`src/rtl/clic_irq_arbiter.sv`:
```
// clic_irq_arbiter
// Collects per-source pending/enable/level/privilege state, picks one winner
// per cycle (M before S, then higher level, then lower index) and offers it to
// the decode stage as a registered one-hot request. The offer is held until the
// core acknowledges it, the source stops being eligible, or a strictly better
// source appears. An acknowledge produces a one-cycle clear pulse back to the
// acknowledged source, followed by one idle cycle before re-arbitration.

module clic_irq_arbiter #(
  parameter int NumSrc = 64,
  parameter int LevelW = 8,
  localparam int IdW = $clog2(NumSrc)
) (
  input  logic                       clk_i,
  input  logic                       rst_i,
  input  logic [NumSrc-1:0]          src_pending_i,
  input  logic [NumSrc-1:0]          src_enable_i,
  input  logic [NumSrc*LevelW-1:0]   src_level_i,
  input  logic [NumSrc*2-1:0]        src_priv_i,
  output logic [NumSrc-1:0]          clic_irq_o,
  output logic [LevelW-1:0]          clic_irq_level_o,
  output logic [1:0]                 clic_irq_priv_o,
  input  logic                       irq_ack_i,
  input  logic [IdW-1:0]             irq_ack_id_i,
  output logic [NumSrc-1:0]          src_clear_o
);

  // riscv::priv_lvl_t encoding; 2'b10 is reserved and never eligible.
  localparam logic [1:0] PRIV_LVL_U = 2'b00;
  localparam logic [1:0] PRIV_LVL_S = 2'b01;
  localparam logic [1:0] PRIV_LVL_M = 2'b11;

  localparam logic [NumSrc-1:0] ONE_HOT_0 = NumSrc'(1);

  // Arbitration key: {is machine mode, level}. Comparing keys as unsigned
  // numbers gives "M before S, then higher level"; the index tie-break is
  // handled by the scan order of the selection loop.
  typedef logic [LevelW:0] key_t;

  typedef enum logic [1:0] {
    ST_IDLE  = 2'd0,
    ST_OFFER = 2'd1,
    ST_ACKED = 2'd2
  } state_e;

  // ---------------------------------------------------------------------------
  // Per-source decode
  // ---------------------------------------------------------------------------
  logic [NumSrc-1:0] elig;
  logic [LevelW-1:0] lvl_w  [NumSrc];
  logic [1:0]        priv_w [NumSrc];
  key_t              key_w  [NumSrc];

  generate
    for (genvar gi = 0; gi < NumSrc; gi++) begin : g_src
      assign lvl_w[gi]  = src_level_i[gi*LevelW +: LevelW];
      assign priv_w[gi] = src_priv_i[2*gi +: 2];
      assign elig[gi]   = src_pending_i[gi] & src_enable_i[gi] &
                          ((priv_w[gi] == PRIV_LVL_M) | (priv_w[gi] == PRIV_LVL_S));
      assign key_w[gi]  = {(priv_w[gi] == PRIV_LVL_M), lvl_w[gi]};
    end
  endgenerate

  // ---------------------------------------------------------------------------
  // Winner selection
  // ---------------------------------------------------------------------------
  logic             win_vld;
  logic [IdW-1:0]   win_id;
  key_t             win_key;
  logic [LevelW-1:0] win_level;
  logic [1:0]       win_priv;

  // Single-cycle scan from index 0 upward; a later source only takes over with
  // a strictly larger key, so the lowest index wins among equal keys.
  always_comb begin
    win_vld = 1'b0;
    win_id  = '0;
    win_key = '0;
    for (int i = 0; i < NumSrc; i++) begin
      if (elig[i] && (!win_vld || (key_w[i] > win_key))) begin
        win_vld = 1'b1;
        win_id  = IdW'(i);
        win_key = key_w[i];
      end
    end
  end

  assign win_level = win_key[LevelW-1:0];
  assign win_priv  = priv_w[win_id];

  // ---------------------------------------------------------------------------
  // Offer state machine
  // ---------------------------------------------------------------------------
  state_e            state_q, state_d;
  logic [IdW-1:0]    id_q, id_d;
  logic [NumSrc-1:0] irq_q, irq_d;
  logic [LevelW-1:0] level_q, level_d;
  logic [1:0]        priv_q, priv_d;
  logic [NumSrc-1:0] clear_q, clear_d;

  logic ack_match;
  logic offered_elig;

  assign ack_match    = irq_ack_i && (irq_ack_id_i == id_q);
  assign offered_elig = elig[id_q];

  // Next-state and next-output logic. Outputs are all registered, so every
  // branch decides what the decode stage sees in the following cycle.
  always_comb begin
    state_d = state_q;
    id_d    = id_q;
    irq_d   = '0;
    level_d = '0;
    priv_d  = PRIV_LVL_U;
    clear_d = '0;

    unique case (state_q)
      ST_IDLE: begin
        if (win_vld) begin
          state_d = ST_OFFER;
          id_d    = win_id;
          irq_d   = ONE_HOT_0 << win_id;
          level_d = win_level;
          priv_d  = win_priv;
        end
      end

      ST_OFFER: begin
        if (ack_match) begin
          // A matching acknowledge beats both withdraw and replace.
          state_d = ST_ACKED;
          clear_d = ONE_HOT_0 << id_q;
        end else if (!offered_elig) begin
          state_d = ST_IDLE;
        end else begin
          // The offered source is still eligible, so a winner always exists:
          // either a strictly better source or the offered one with its
          // current level/privilege.
          state_d = ST_OFFER;
          id_d    = win_id;
          irq_d   = ONE_HOT_0 << win_id;
          level_d = win_level;
          priv_d  = win_priv;
        end
      end

      ST_ACKED: begin
        state_d = ST_IDLE;
      end

      default: begin
        state_d = ST_IDLE;
      end
    endcase
  end

  // State and output registers; reset drops every output at once.
  always_ff @(posedge clk_i or posedge rst_i) begin
    if (rst_i) begin
      state_q <= ST_IDLE;
      id_q    <= '0;
      irq_q   <= '0;
      level_q <= '0;
      priv_q  <= PRIV_LVL_U;
      clear_q <= '0;
    end else begin
      state_q <= state_d;
      id_q    <= id_d;
      irq_q   <= irq_d;
      level_q <= level_d;
      priv_q  <= priv_d;
      clear_q <= clear_d;
    end
  end

  assign clic_irq_o       = irq_q;
  assign clic_irq_level_o = level_q;
  assign clic_irq_priv_o  = priv_q;
  assign src_clear_o      = clear_q;

endmodule

```
`config.mk`:
```
export PLATFORM = sky130hd
export DESIGN_NAME = clic_irq_arbiter
export DESIGN_NICKNAME = d
export VERILOG_FILES = /design/src/rtl/clic_irq_arbiter.sv
export SDC_FILE = /design/constraint.sdc
export NUM_CORES = 2
export LEC_CHECK = 0
export ABC_AREA = 1
export BUFFER_PORTS_ARGS = -buffer_cell sky130_fd_sc_hd__buf_2
export CORE_AREA = 2 2 359 361
export CTS_CLUSTER_SIZE = 10
export DETAILED_ROUTE_END_ITERATION = 10
export DIE_AREA = 0 0 361 363
export GPL_TIMING_DRIVEN = 0
export PLACE_DENSITY_LB_ADDON = 0.12
export SLEW_MARGIN = 20
export SYNTH_ARGS = -nofsm -noshare
export SYNTH_HDL_FRONTEND = slang
export SYNTH_SLANG_ARGS = --single-unit
export TNS_END_PERCENT = 30
```
`constraint.sdc`:
```
create_clock -name clk_i -period 7.1 [get_ports clk_i]
set_input_delay 0.355 -clock clk_i [delete_from_list [all_inputs] [get_ports clk_i]]
set_output_delay 0.355 -clock clk_i [all_outputs]
set_load 0.03 [all_outputs]
```
=== Word-level counts from Yosys, hierarchy flattened ===
Index checks and enable logic that the tools add are counted.

* $add $sub $neg: 0
* Multipliers: 0
* Div/mod/pow operators: 0
* Magnitude comparators: 65
* Eq/ne operators: 133
* Shift-type cells: 2
* Muxes and demuxes: 218
* Bitwise gates (word level): 193
* Reduce and logical (&&, ||, !) cells: 193

{| class="wikitable"
|+ Operator list
! operator !! number
|-
| 9-bit greater-than comparator || 63
|-
| 9-bit two-way mux || 63
|-
| 6-bit two-way mux || 65
|-
| 64-bit two-way mux || 5
|-
| 2-bit by 1-bit equality test with 1-bit output, second input constant || 65
|-
| 1-bit bitwise AND || 128
|-
| 2-bit equality test, second input constant || 64
|-
| 64-bit one-hot mux with 2 select lines || 1
|-
| 1-bit by 6-bit left shift with 64-bit output, first input constant || 2
|-
| 1-bit two-way mux || 67
|-
| 1-bit logical AND || 64
|-
| 1-bit OR || 64
|-
| 1-bit logical NOT || 63
|-
| 1-bit logical OR || 63
|-
| 8-bit two-way mux || 4
|-
| 8-bit one-hot mux with 2 select lines || 1
|-
| 2-bit two-way mux || 7
|-
| 2-bit binary-select mux with 6-bit select || 1
|-
| 6-bit one-hot mux with 2 select lines || 1
|-
| 2-bit one-hot mux with 2 select lines || 2
|-
| 7-bit >= comparator, second input constant || 1
|-
| 6-bit by 7-bit < comparator with 1-bit output, second input constant || 1
|-
| 6-bit NOT with 7-bit output || 1
|-
| 1-bit binary-select mux with 6-bit select || 1
|-
| 5 further kinds || 7
|}

* Register bits after elaboration: 146
* Bits in latches: 0
* RAM bits: 0
* Bits in read-only memories: 0
* Bits of input ports: 777
* Output and inout bits: 138
* Word-level logic and storage cells: 810
* Memories: 0

=== Logic depth before layout (Yosys ltp) ===
* Depth in word-level cells: 263
* Gate-level depth with buffers: 928
* Depth with buffers taken out: 880

=== Worst setup path after synthesis ===
OpenSTA, ideal clock, no wires.

* Path kind: input -> register
* From: input port src_pending_i[0]
* To: register irq_q[12] (netlist: clic_irq_o[12])
* Library setup time: 0.072 ns
* Data arrival time: 86.348 ns
* Data required time: 7.028 ns
* Path slack: -79.320 ns
* Stages: 794
* Path buffers: 85
* Path through: nand3_2 > inv_2 > nand2_1 > ha_1 > nand2_1 > nor2_2 > nand3b_1 > nand3_1 > nand2_1 > nand2_2 > nand2_1 > buf_2 > o21ai_0 > ha_1 > a21o_1 > nor2_1 > nand3_1 > nand2_1 > [... 758 more ...] > a21oi_1 > o21ai_0 > a221oi_1 > o21ai_0 > a21oi_1 > o21bai_1 > o41ai_1 > a21oi_1 > inv_2 > nand2_1 > nor2_1 > nand4_1 > nor4_1 > nand4_4 > clkinv_2 > buf_2 > nand4_1 > nor2_1

* Word-level cells in the longest chain between the ends: 259

{| class="wikitable"
|+ Ends and longest elaborated chain
! item !! line !! RTL
|-
| start: declaration || 16 || <nowiki>input logic [NumSrc-1:0] src_pending_i,</nowiki>
|-
| 1-bit bitwise AND (*) (2 in series) || 58 || <nowiki>assign elig[gi] = src_pending_i[gi] & src_enable_i[gi] &</nowiki>
|-
| 9-bit two-way mux / 1-bit two-way mux (equally long branches) || 80 || <nowiki>if (elig[i] && (!win_vld || (key_w[i] > win_key))) begin</nowiki>
|-
| 9-bit greater-than comparator / 1-bit logical NOT (equally long branches) || 80 ||
|-
| 1-bit logical OR || 80 ||
|-
| 1-bit logical AND || 80 ||
|-
| 9-bit two-way mux / 1-bit two-way mux (equally long branches) || 80 ||
|-
| 9-bit greater-than comparator / 1-bit logical NOT (equally long branches) || 80 ||
|-
| 1-bit logical OR || 80 ||
|-
| [... 243 more ...] || - ||
|-
| 1-bit logical OR || 80 ||
|-
| 1-bit logical AND || 80 ||
|-
| 6-bit two-way mux || 80 ||
|-
| 1-bit by 6-bit left shift with 64-bit output || 122, 141 ||
|-
| 64-bit two-way mux || 133 || <nowiki>end else if (!offered_elig) begin</nowiki>
|-
| 64-bit two-way mux || 129 || <nowiki>if (ack_match) begin</nowiki>
|-
| 64-bit one-hot mux with 2 select lines (*) || 117 || <nowiki>unique case (state_q)</nowiki>
|-
| via irq_d[12] || 96 || <nowiki>logic [NumSrc-1:0] irq_q, irq_d;</nowiki>
|-
| end signal: assignment || 169 || <nowiki>irq_q <= irq_d;</nowiki>
|-
| end: declaration || 96 ||
|}

Mark *: on every way through the listed nets, which the timed path passes. The rest lies on a longest branch. The select of a mux whose other input is x is not followed.
A chain may end at the register's enable or synchronous reset.

==> flow_summary_export.csv <==
group,metric,value,unit
clock_tree,cts_root_buf,"clkbuf_16",
detailed_routing,wl,177700,um
finish,nNetsFinal,7862,
clock_tree,numClockSinks,146,
floorplanning,rows,131,
clock_tree,cts_max_level,4,
finish,fin_area,0.05334,mm2
timing,setup_violations,81,
detailed_routing,drtIter0Drc,2001,
worst_setup_path,max_stage_delay,0.34,ns
worst_setup_path,cpMostUsedCell,"nand2_1",
global_routing,grtUsageTotal,0.2526,
timing,tightest_slew,1.174,ns
floorplanning,die_area,0.1310,mm2
detailed_routing,wl_per_cell,21.41,um
place,io_buffers,914,
logic_synthesis,synth.net_count,5965,
global_routing,antenna_found_initial,89,
logic_synthesis,synth_flop_cell,"dfrtp_1",
status,outcome,"finished with violations",
logic_synthesis,synth_cell_types,63,
floorplanning,core,0.1270,mm2
global_routing,grt_pass1_vias,39940,
worst_setup_path,cp_max_fo,8,
floorplanning,die_x,361,um
logic_synthesis,synth_edf_count,0,
timing,relSlewSlack,0.2144,
timing,finalHoldViolations,0,
timing,tns,-6439.50,ns
global_routing,grt.overflow.total,0,
finish,utilization,0.4199,
logic_synthesis,synth_area_per_cell,6.129,um2
logic_synthesis,seq_area_frac_synth,0.1275,
detailed_routing,dr_total_vias,39880,
detailed_routing,drt.antenna.violating_nets,0,
finish,fillerInstances,13290,
logic_synthesis,ys_seq_elements,146,
hold_path,worst_hold_path_type,"input port to flop",
worst_setup_path,path_delay_family,"simple AND/OR/NAND/NOR gates",
worst_setup_path,cp-end-kind,"flop",
floorplanning,start_util,0.2256,
clock_tree,cts_made_buffers,17,
clock_tree,clk_path_buf_depth,2,
global_routing,grt_pass1_wl,248100,um
timing,min_period_over_period,12.52,
logic_synthesis,synthTopCellsByArea,"ha_1 (22%), nand2_1 (19%), dfrtp_1 (13%)",
detailed_routing,drc,0,
worst_setup_path,cp_slowest_cell,"ha_1",
detailed_routing,first_pass_iters,5,
timing,rsz0062_at_grt,"true",
logic_synthesis,synth_top_area_frac,0.2235,
detailed_routing,drt-vias-per-instance,4.804,
logic_synthesis,syn_inst,4676,
timing,worst_slack,-81.80,ns
clock_tree,cts_tree,"yes",
place,hpwl,138700,um
worst_setup_path,cp.required,7.47,ns
floorplanning,fp.dieH,363,um
clock_tree,worstSkewPairLatency,0.44,ns
place,gp_congestion,0.9125,
logic_synthesis,syn_area,0.02866,mm2
logic_synthesis,synthArstFlopShare,1.000,
timing,period_minus_slack,88.90,ns
worst_setup_path,path_class,"input port to flop",
place,place_area,0.03609,mm2
global_routing,grt_max_degree,76,
finish,synthToLayoutAreaGrowth,86.13,%
logic_synthesis,yosys.area.top_type,"ha_1",
job,cap_violations,0,
timing,fmax,11.25,MHz
worst_setup_path,cp-start-kind,"input port",
worst_setup_path,critPathArrivalTime,89.28,ns
worst_setup_path,worstPathBufferInverterCount,245,
timing,skew,0.01381,ns
finish,drive_above_1_share,0.5378,
floorplanning,ioPinCount,915,
logic_synthesis,yosys_warnings,0,
clock_tree,path_clk_slew,0.07,ns
status,violations,"setup timing",
timing,slew_viol_final,0,
-- through the flow --
stage / hold slack, ns / cells / setup slack [ns]
floorplan: 0.4263 / 4676 / -72.64
global placement: 0.4549 / 7252 / -93.12
detailed placement: 0.4479 / 7254 / -92.85
CTS: 0.1655 / 8097 / -81.10
global route: 0.1862 / 8284 / -88.08
finish: 0.1938 / 8300 / -81.80
-- routing by layer --
metal | vias to the layer above | wire, um | track usage
li1 | 19500 | - | -
met1 | 18780 | 73280 | 0.3058
met2 | 1146 | 85660 | 0.4419
met3 | 394 | 9030 | 0.03932
met4 | 62 | 9314 | 0.1080
met5 | - | 386 | 0
-- cell usage in the layout, fill, tap and decap left out, drive strengths merged, types with 4 or more instances in the layout --
cell	Yosys	routed
a211oi	113	113
a21oi	116	116
a221oi	5	5
a22oi	11	11
buf	57	1929
clkbuf	82	92
clkinv	44	51
dfrtp	146	146
diode	0	52
ha	512	512
inv	566	570
nand2	1520	1532
nand3	276	276
nand3b	18	18
nand4	114	114
nor2	430	430
nor3	53	53
nor4	6	6
o211ai	12	12
o21a	4	4
o21ai	539	539
o22ai	15	15
o41ai	5	5
or2	4	4
-- synthesized netlist by cell type (52+ instances only) --
| library cell | n |
|---|---|
| a211oi_1 | 113 |
| nand2_1 | 1421 |
| nor3_1 | 52 |
| nand4_1 | 111 |
| nor2_1 | 409 |
| dfrtp_1 | 146 |
| nand3_1 | 263 |
| inv_1 | 534 |
| nand2_2 | 71 |
| clkbuf_1 | 54 |
| a21oi_1 | 115 |
| o21ai_0 | 504 |
| ha_1 | 512 |
-- registers in the layout, summed over array words and instances, names as in the netlist --
signal            count
clic_irq_o           64
src_clear_o          64
clic_irq_level_o      8
id_q                  6
clic_irq_priv_o       2
state_q               2
-- cell type report --
class,instances,area [um2],area share
buffer,139,2069,0.03880
timing repair inverter,1,8.758,0.0001642
multi-input combinational,3792,29930,0.5610
sequential,146,3654,0.06849
timing repair buffer,1866,12490,0.2342
clock inverter,14,143.9,0.002697
clock buffer,18,439.2,0.008233
antenna,52,130.1,0.002439
tap,1662,2079,0.03898
inverter,610,2400,0.04499
-- cells by family (layout without fill, tap and decap cells) --
family                     after synthesis  after routing  share of synthesized area
other                                    0             52                          0
buffers and inverters                  750           2648                     0.1179
adders and majority gates              512            512                     0.2235
DFF                                    146            146                     0.1275
AOI/OAI and AO/OA                      843            843                     0.1648
and+or+nand+nor                       2425           2437                     0.3663
-- tightest hold or removal path, stage by stage --
cell,delay [ns]
buf_2,0.10
o211ai_1,0.09
inv_1,0.05
-- path summary, 6_finish.rpt --
path,to,start,slack [ns],cells after the start
min reg2reg,state_q[0]$_DFFE_PP0N_,state_q[1]$_DFFE_PP0N_,0.48,1
min,clic_irq_level_o[6]$_DFF_PP0_,src_level_i[510],0.19,3
max in group asynchronous,clic_irq_o[27]$_DFF_PP0_,rst_i,5.83,4
max,clic_irq_level_o[2]$_DFF_PP0_,src_pending_i[0],-81.80,1123
max reg2reg,clic_irq_level_o[0]$_DFF_PP0_,id_q[0]$_DFFE_PP0P_,1.92,14
min in group asynchronous,src_clear_o[47]$_DFF_PP0_,rst_i,0.52,3
-- what timing repair did --
item,CTS,global route
pin swaps,521,682
gates cloned,50,2
setup buffers,760,157
endpoints found under the hold margin,9,0
hold buffers,1,0
endpoints found under the setup margin,81,81
resized for setup,1108,1035
Power is left out: the tool's default activity adds up to more than one toggle a clock period on the data nets, which glitch-free logic cannot reach.
